===== src/rtl/crop_filter.sv =====
// Raster-order crop: forwards only the pixels inside a fixed window, 1-cycle latency, valid/ready on both sides.
// Optional build macro CROP_FILTER_SKID_EN adds a one-entry skid buffer so in_ready comes straight from a flop.
module crop_filter #(
    parameter int PIXEL_BIT_WIDTH = 12,
    parameter int IN_ROWS         = 40,
    parameter int IN_COLS         = 40,
    parameter int OUT_ROWS        = 20,
    parameter int OUT_COLS        = 20,
    parameter int Y_1             = 10,
    parameter int X_1             = 10
) (
    input  logic                       clk,
    input  logic                       reset,
    input  logic [PIXEL_BIT_WIDTH-1:0] pixel_in,
    input  logic                       in_valid,
    output logic                       in_ready,
    output logic [PIXEL_BIT_WIDTH-1:0] pixel_out,
    output logic                       out_valid,
    input  logic                       out_ready
);

    localparam int ROW_W = (IN_ROWS > 1) ? $clog2(IN_ROWS) : 1;
    localparam int COL_W = (IN_COLS > 1) ? $clog2(IN_COLS) : 1;

    localparam logic [ROW_W-1:0] ROW_LAST = ROW_W'(IN_ROWS - 1);
    localparam logic [COL_W-1:0] COL_LAST = COL_W'(IN_COLS - 1);
    localparam logic [ROW_W:0]   ROW_Y1   = (ROW_W + 1)'(Y_1);
    localparam logic [COL_W:0]   COL_X1   = (COL_W + 1)'(X_1);
    localparam logic [ROW_W:0]   ROW_SPAN = (ROW_W + 1)'(OUT_ROWS);
    localparam logic [COL_W:0]   COL_SPAN = (COL_W + 1)'(OUT_COLS);

    if ((Y_1 + OUT_ROWS > IN_ROWS) || (X_1 + OUT_COLS > IN_COLS) ||
        (OUT_ROWS < 1) || (OUT_COLS < 1) || (Y_1 < 0) || (X_1 < 0)) begin : g_param_err
        $error("crop_filter: crop window does not fit inside the input frame");
    end

    logic [ROW_W-1:0]           row_q, row_d;
    logic [COL_W-1:0]           col_q, col_d;
    logic                       out_valid_q, out_valid_d;
    logic [PIXEL_BIT_WIDTH-1:0] pixel_out_q, pixel_out_d;

    logic                       in_ready_s;
    logic                       in_xfer_s;
    logic                       out_xfer_s;
    logic                       in_win_s;
    logic                       fwd_s;
    logic [ROW_W:0]             row_off_s;
    logic [COL_W:0]             col_off_s;

    // Offsets below the window origin wrap to a large value, so one unsigned compare covers both bounds.
    always_comb begin
        row_off_s  = {1'b0, row_q} - ROW_Y1;
        col_off_s  = {1'b0, col_q} - COL_X1;
        in_win_s   = (row_off_s < ROW_SPAN) && (col_off_s < COL_SPAN);
        in_xfer_s  = in_valid && in_ready_s;
        out_xfer_s = out_valid_q && out_ready;
        fwd_s      = in_xfer_s && in_win_s;
    end

    // Raster position of the next pixel to be accepted.
    always_comb begin
        row_d = row_q;
        col_d = col_q;
        if (in_xfer_s) begin
            if (col_q == COL_LAST) begin
                col_d = {COL_W{1'b0}};
                if (row_q == ROW_LAST) begin
                    row_d = {ROW_W{1'b0}};
                end else begin
                    row_d = row_q + ROW_W'(1);
                end
            end else begin
                col_d = col_q + COL_W'(1);
                row_d = row_q;
            end
        end else begin
            row_d = row_q;
            col_d = col_q;
        end
    end

`ifdef CROP_FILTER_SKID_EN
    logic                       skid_empty_q, skid_empty_d;
    logic [PIXEL_BIT_WIDTH-1:0] skid_data_q, skid_data_d;

    assign in_ready_s = skid_empty_q;

    // A pixel forwarded while the output is stalled parks in the skid entry and is promoted once the output frees up.
    always_comb begin
        out_valid_d  = out_valid_q;
        pixel_out_d  = pixel_out_q;
        skid_empty_d = skid_empty_q;
        skid_data_d  = skid_data_q;
        if (!out_valid_q || out_ready) begin
            if (!skid_empty_q) begin
                out_valid_d  = 1'b1;
                pixel_out_d  = skid_data_q;
                skid_empty_d = 1'b1;
            end else if (fwd_s) begin
                out_valid_d  = 1'b1;
                pixel_out_d  = pixel_in;
            end else begin
                out_valid_d  = 1'b0;
            end
        end else begin
            if (fwd_s) begin
                skid_data_d  = pixel_in;
                skid_empty_d = 1'b0;
            end else begin
                skid_data_d  = skid_data_q;
                skid_empty_d = skid_empty_q;
            end
        end
    end

    // Skid buffer storage.
    always_ff @(posedge clk or posedge reset) begin
        if (reset) begin
            skid_empty_q <= 1'b1;
            skid_data_q  <= {PIXEL_BIT_WIDTH{1'b0}};
        end else begin
            skid_empty_q <= skid_empty_d;
            skid_data_q  <= skid_data_d;
        end
    end
`else
    assign in_ready_s = !out_valid_q || out_ready;

    // Load on a forwarded pixel (even while the old one leaves), clear when the held pixel leaves with nothing behind it.
    always_comb begin
        out_valid_d = out_valid_q;
        pixel_out_d = pixel_out_q;
        if (fwd_s) begin
            out_valid_d = 1'b1;
            pixel_out_d = pixel_in;
        end else if (out_xfer_s) begin
            out_valid_d = 1'b0;
        end else begin
            out_valid_d = out_valid_q;
        end
    end
`endif

    // Position counters and output register.
    always_ff @(posedge clk or posedge reset) begin
        if (reset) begin
            row_q       <= {ROW_W{1'b0}};
            col_q       <= {COL_W{1'b0}};
            out_valid_q <= 1'b0;
            pixel_out_q <= {PIXEL_BIT_WIDTH{1'b0}};
        end else begin
            row_q       <= row_d;
            col_q       <= col_d;
            out_valid_q <= out_valid_d;
            pixel_out_q <= pixel_out_d;
        end
    end

    assign in_ready  = in_ready_s;
    assign out_valid = out_valid_q;
    assign pixel_out = pixel_out_q;

endmodule


===== config.mk =====
export PLATFORM = sky130hd
export DESIGN_NAME = crop_filter
export DESIGN_NICKNAME = d
export VERILOG_FILES = /design/src/rtl/crop_filter.sv
export SDC_FILE = /design/constraint.sdc
export NUM_CORES = 1
export LEC_CHECK = 0
export CAP_MARGIN = 20
export CORE_UTILIZATION = 30
export DETAILED_ROUTE_END_ITERATION = 8
export SLEW_MARGIN = 5
export SYNTH_ARGS = -nofsm -noshare
export SYNTH_HDL_FRONTEND = slang
export SYNTH_SLANG_ARGS = --single-unit
export TNS_END_PERCENT = 50

===== constraint.sdc =====
create_clock -name clk -period 2.34 [get_ports clk]
set_clock_uncertainty 0.15 [all_clocks]
set_input_delay 0.351 -clock clk [delete_from_list [all_inputs] [get_ports clk]]
set_output_delay 0.351 -clock clk [all_outputs]
set_load 0.01 [all_outputs]

==> metrics, run 1 <==
slowest CP cell o31ai_1; Mapped Cells 110; Via density just under 5; crit path cell chain buf_4 -> buf_4 -> o21ai_1 -> nor2_1 -> o31ai_1 -> nor4_4 -> buf_4 -> clkbuf_16 -> mux2_4; initial antenna violation count 0; pre-CTS setup slack -0.0201 ns; Pleak 0.806 nW; CP dominant cell by count buf_4; Worst Hold Class in -> async; sequential-to-total area share from yosys stat 47.6%; Yosys warning total 0; n_diodes 0; critical path arrival 2.29 ns; Longest Clk Path Bufs 2; CP Launch Type flop; clk sinks 25; post-route worst setup slack 0.0471 ns; Nets approximately 170; synthesized area 1320 sq um; cell family contributing the most delay on the critical path compound AO/OA/AOI/OAI gates; Worst Path Buf+Inv 4; Worst slew margin 65.0%; final instance area 1810 sq um; die width slightly below 70 um; post-synth cell types 30; Int Power roughly 900 uW; synthesis-stage register bit count 25; critical path capture point type flop; DIE AREA 4650 sq um; core footprint 4120 sq um; worst vdd ir 0.305 mV; dpl cell area 1680 sq um; Layout area overhead 37.9%; gr usage total 11.5%; port bufs 29; fin crit period 2.29 ns; initial core utilization approximately a third; Final Max Slew Viols 0; status completed; combinational share of power 37.9%; DRC 0; Switching Share 32.8%; NetSw 431 uW; DRC violation total after the first TritonRoute iteration 29; slowest stage delay, CP 0.45 ns; CTS Buf Count 3; row count 23; I/O Pins 30; remaining antenna violation count 0; EDFF count, synth 0; DR WL/cell 13.5 um; FILL cells 380; final worst-path cycle share 98.0%; final core occ approximately 44%; critical path class reg -> reg; Synth top area share a little under half; grt total ovfl 0; syn avg cell area 12.0 sq um; fraction of layout cells with a size suffix above 1 23.5%; final setup fails 0; Max FO, Critical Path 6; vias in the first global route 882; CTS tree built; CTS root buffer clkbuf_8; drt pass-1 iters 4; RePlAce Congestion around 0.8; Clock Latency Late Sink 0.26 ns; global-route wire length before repair 3.86 mm; DP Wirelength 1.85 mm; worst-margin pin slew 0.521 ns; achievable frequency 436 MHz; Hold Worst Slack 0.292 ns; PwrDens 726 nW/um^2; largest net degree at the start of global routing 26; syn nets 132; Reg clk slew, reported paths approximately 0.080 ns; Die Y 68.2 um; top post-synthesis cells by area dfrtp_1 48%, mux2_4 11%, ha_1 5.7%, xnor2_1 4.0%, buf_6 3.4%; htree depth 1; Reg power frac approximately 43%; Hold Fails Final Rpt 0; Worst Path Required roughly 2.3 ns; top cell type by total area after synthesis dfrtp_1; Top FF cell, synth dfrtp_1; clock network power share 18.8%; vias ~960; Max Cap Viol 0; final wirelength between 2 and 3 mm; fraction of registers with async set/reset 100%
-- timing repair --
action,in CTS,in global routing
setup endpoints to repair,0,12
setup buffers,0,4
resized for setup,0,5
hold buffers,0,0
-- worst min-delay path: stages --
cell and delay (ns):
clkdlybuf4s50_1 0.39, inv_1 0.05, buf_4 0.31
-- area by class of cell --
cell class | instances | area (sq um) | area share [%]
Timing Repair Buffer | 40 | 403 | 22.2
Sequential cell | 25 | 627 | 34.6
Clock buffer | 4 | 45.0 | 2.48
Inverter | 6 | 22.5 | 1.24
Tap cell | 50 | 62.6 | 3.45
Multi-Input combinational cell | 74 | 653 | 36.0
-- logic make-up (layout without fill, tap and decap cells) --
| logic type | Yosys count | after routing | synth area share (%) |
|---|---|---|---|
| buf+inv | 11 | 50 | 5.52 |
| simple gates | 31 | 31 | 13.8 |
| mux | 14 | 14 | 14.8 |
| compound gates | 14 | 14 | 6.57 |
| fa+ha+maj | 6 | 6 | 5.71 |
| flops | 25 | 25 | 47.6 |
| xor+xnor | 9 | 9 | 5.99 |
-- synthesized netlist by cell type, types with 3 or more instances --
cell and number:
o21ai_1 4, xnor2_1 6, nand4_1 4, nor2b_1 4, buf_6 4, dfrtp_1 25, nor2_1 9, inv_1 6
mux2_4 10, mux2_2 3, xor2_1 3, nand2_1 4, ha_1 6, o21ai_0 4, nand3_1 3
-- state kept, by name, summed over array words and instances (netlist names) --
| signal | flops |
|---|---|
| pixel_out | 12 |
| out_valid | 1 |
| col_q | 6 |
| row_q | 6 |
-- power groups by stage --
stage	sequential (mW)	combinational (mW)	clock, mW
finish	0.570	0.499	0.247
global route	0.580	0.554	0.280
CTS	0.569	0.385	0.258
detailed placement	0.577	0.380	0
global placement	0.573	0.366	0
floorplan	0.565	0.277	0
-- through the flow --
stage	power, mW	std cells	TNS [ns]
3_5_place_dp	0.956	190	-0.0409
6_report	1.32	199	0
5_1_grt	1.41	199	-0.281
3_3_place_gp	0.939	190	0
4_1_cts	1.21	194	0
2_1_floorplan	0.842	110	0
-- final timing paths --
kind	startpoint	to	slack [ns]	cells past startpoint
max in group asynchronous	reset	row_q[2]	1.49	3
hold / removal	reset	pixel_out[2]	0.29	3
setup reg to reg	col_q[1]	pixel_out[6]	0.05	9
min in group clk	pixel_out[11]	pixel_out[11]	0.35	1
setup / recovery	col_q[1]	pixel_out[6]	0.05	9
hold reg to reg	pixel_out[11]	pixel_out[11]	0.35	1
-- routing by layer --
metal | global-route usage, % | share of wire, % | vias to the layer above
met3 | 1.67 | 4.4 | 4
met4 | 6.25 | 2.1 | 0
met5 | 0 | 0 | -
met2 | 21.2 | 49 | 32
li1 | - | - | 462
met1 | 12.3 | 45 | 460
-- placed cells by master (no fill, tap or decap), types with 2 or more instances in the layout --
| master | count |
|---|---|
| clkbuf_8 | 3 |
| clkdlybuf4s50_1 | 29 |
| nor2b_1 | 4 |
| inv_1 | 6 |
| nand4_1 | 4 |
| buf_4 | 9 |
| o21ai_0 | 4 |
| nand3_1 | 2 |
| nand2_1 | 4 |
| mux2_2 | 3 |
| o21ai_1 | 3 |
| mux2_4 | 10 |
| xor2_1 | 3 |
| nor2_1 | 9 |
| ha_1 | 5 |
| dfrtp_1 | 24 |
| xnor2_1 | 6 |
Power figures use the tool's default switching activity.
==> run 2, diff against run 1 <==
Settings changed: SKIP_CTS_REPAIR_TIMING from default to 1, SLEW_MARGIN 5 to default.
Clock period 2.34 ns to 2.49 ns, I/O delays scaled along.
==> metrics, run 2 (synthesis gave the netlist of run 1 again) <==
grt total ovfl 0; fin crit period approximately 2.4 ns; Nets 168; crit path cell chain inv_1 -> ha_1 -> inv_1 -> o22ai_1 -> a222oi_1 -> buf_4 -> nor4_4 -> buf_12 -> mux2_2; Hold Fails Final Rpt 0; fraction of layout cells with a size suffix above 1 17.9%; slowest CP cell dfrtp_1; die width 68.2 um; Max Cap Viol 0; htree depth 1; Worst Hold Class in -> async; slowest stage delay, CP ~0.40 ns; vias roughly 940; clk sinks 25; cell family contributing the most delay on the critical path buffers and inverters; worst vdd ir 0.201 mV; vias in the first global route 871; achievable frequency ~420 MHz; CTS root buffer clkbuf_8; n_diodes 0; most frequent cells in the layout 29 x clkdlybuf4s50_1, 25 x dfrtp_1, 10 x mux2_4; FILL cells 396; Worst slew margin 67.1%; placed cell count 190; DRC 0; final setup fails 0; Worst Path Buf+Inv 4; final wirelength 2.54 mm; max FFs per register 12; remaining antenna violation count 0; initial antenna violation count 0; CTS Buf Count 3; port bufs 29; initial core utilization 32.0%; DR WL/cell 13.0 um; PwrDens 666 nW/um^2; I/O Pins 30; critical path capture point type flop; Max FO, Critical Path 12; Die Y roughly 70 um; Final Max Slew Viols 0; critical path class reg -> reg; Reg clk slew, reported paths 0.08 ns; Worst Path Required 2.49 ns; global-route wire length before repair ~3.8 mm; row count 23; Clock Latency Late Sink 0.26 ns; Longest Clk Path Bufs 2; RePlAce Congestion 0.849; DP Wirelength approximately 1.8 mm; largest net degree at the start of global routing 26; drt pass-1 iters 4; CTS tree built; Via density 4.81; CP dominant cell by count inv_1; fin cells 195; Pleak 0.774 nW; final worst-path cycle share 95.6%; commonest non-fill, non-tap cell in the layout clkdlybuf4s50_1; core footprint 4120 sq um; gr usage total 11.1%; Hold Worst Slack 0.305 ns; CP Launch Type flop; status completed; critical path arrival about 2.4 ns; DIE AREA 4650 sq um; worst-margin pin slew 0.489 ns; DRC violation total after the first TritonRoute iteration 16; Layout area overhead 32.1%
## run 2: power breakdown
group / switching [mW] / internal [mW] / leakage (nW)
combinational: 0.187 / 0.194 / 0.418
clock: 0.120 / 0.114 / 0.0228
sequential: 0.0763 / 0.464 / 0.333
total: 0.383 / 0.773 / 0.774
## run 2: worst paths after layout
path,startpoint,endpoint,slack [ns],cells after the start
min in group clk,pixel_out[11],pixel_out[11],0.34,1
setup / recovery,col_q[1],pixel_out[10],0.11,9
hold reg to reg,pixel_out[11],pixel_out[11],0.34,1
max in group asynchronous,reset,pixel_out[10],1.64,3
setup reg to reg,col_q[1],pixel_out[10],0.11,9
hold / removal,reset,pixel_out[4],0.31,3
## run 2: layer usage
| metal | GRT usage, % | part of all wire [%] | up-vias |
|---|---|---|---|
| met4 | 7.29 | 2.8 | 0 |
| met3 | 2.00 | 5.2 | 6 |
| met1 | 13.4 | 44 | 444 |
| met2 | 18.0 | 48 | 34 |
| li1 | - | - | 454 |
| met5 | 0 | 0 | - |
## run 2: per-stage QoR
stage / power (mW) / util [%] / worst slack [ns] / setup TNS, ns / instance area (sq um)
after floorplan: 0.791 / - / 0.256 / 0 / 1320
after global placement: 0.895 / 40.9 / 0.161 / 0 / 1680
after detailed placement: 0.900 / 40.9 / 0.117 / 0 / 1680
after CTS: 1.14 / 42.0 / 0.113 / 0 / 1730
after global routing: 1.25 / 42.2 / -0.0467 / -0.244 / 1740
final: 1.16 / 42.2 / 0.110 / 0 / 1740
## run 2: final cells by class
type / instances / area (sq um) / share of cell area (%)
Inverter: 6 / 22.5 / 1.30
Clock buffer: 4 / 45.0 / 2.59
Sequential cell: 25 / 626 / 36.0
Multi-Input combinational cell: 74 / 626 / 36.0
Tap cell: 50 / 62.6 / 3.60
Timing Repair Buffer: 36 / 355 / 20.5
## run 2: worst register-to-register path, delay by kind of cell (launching register included)
family / cells / cell delay [ns]
multiplexers: 1 / 0.34
flip-flops: 1 / 0.40
adder cells (fa/ha/maj): 1 / 0.31
buffers and inverters: 4 / 0.49
AND/OR/NAND/NOR: 1 / 0.32
AO/OA/AOI/OAI: 2 / 0.27
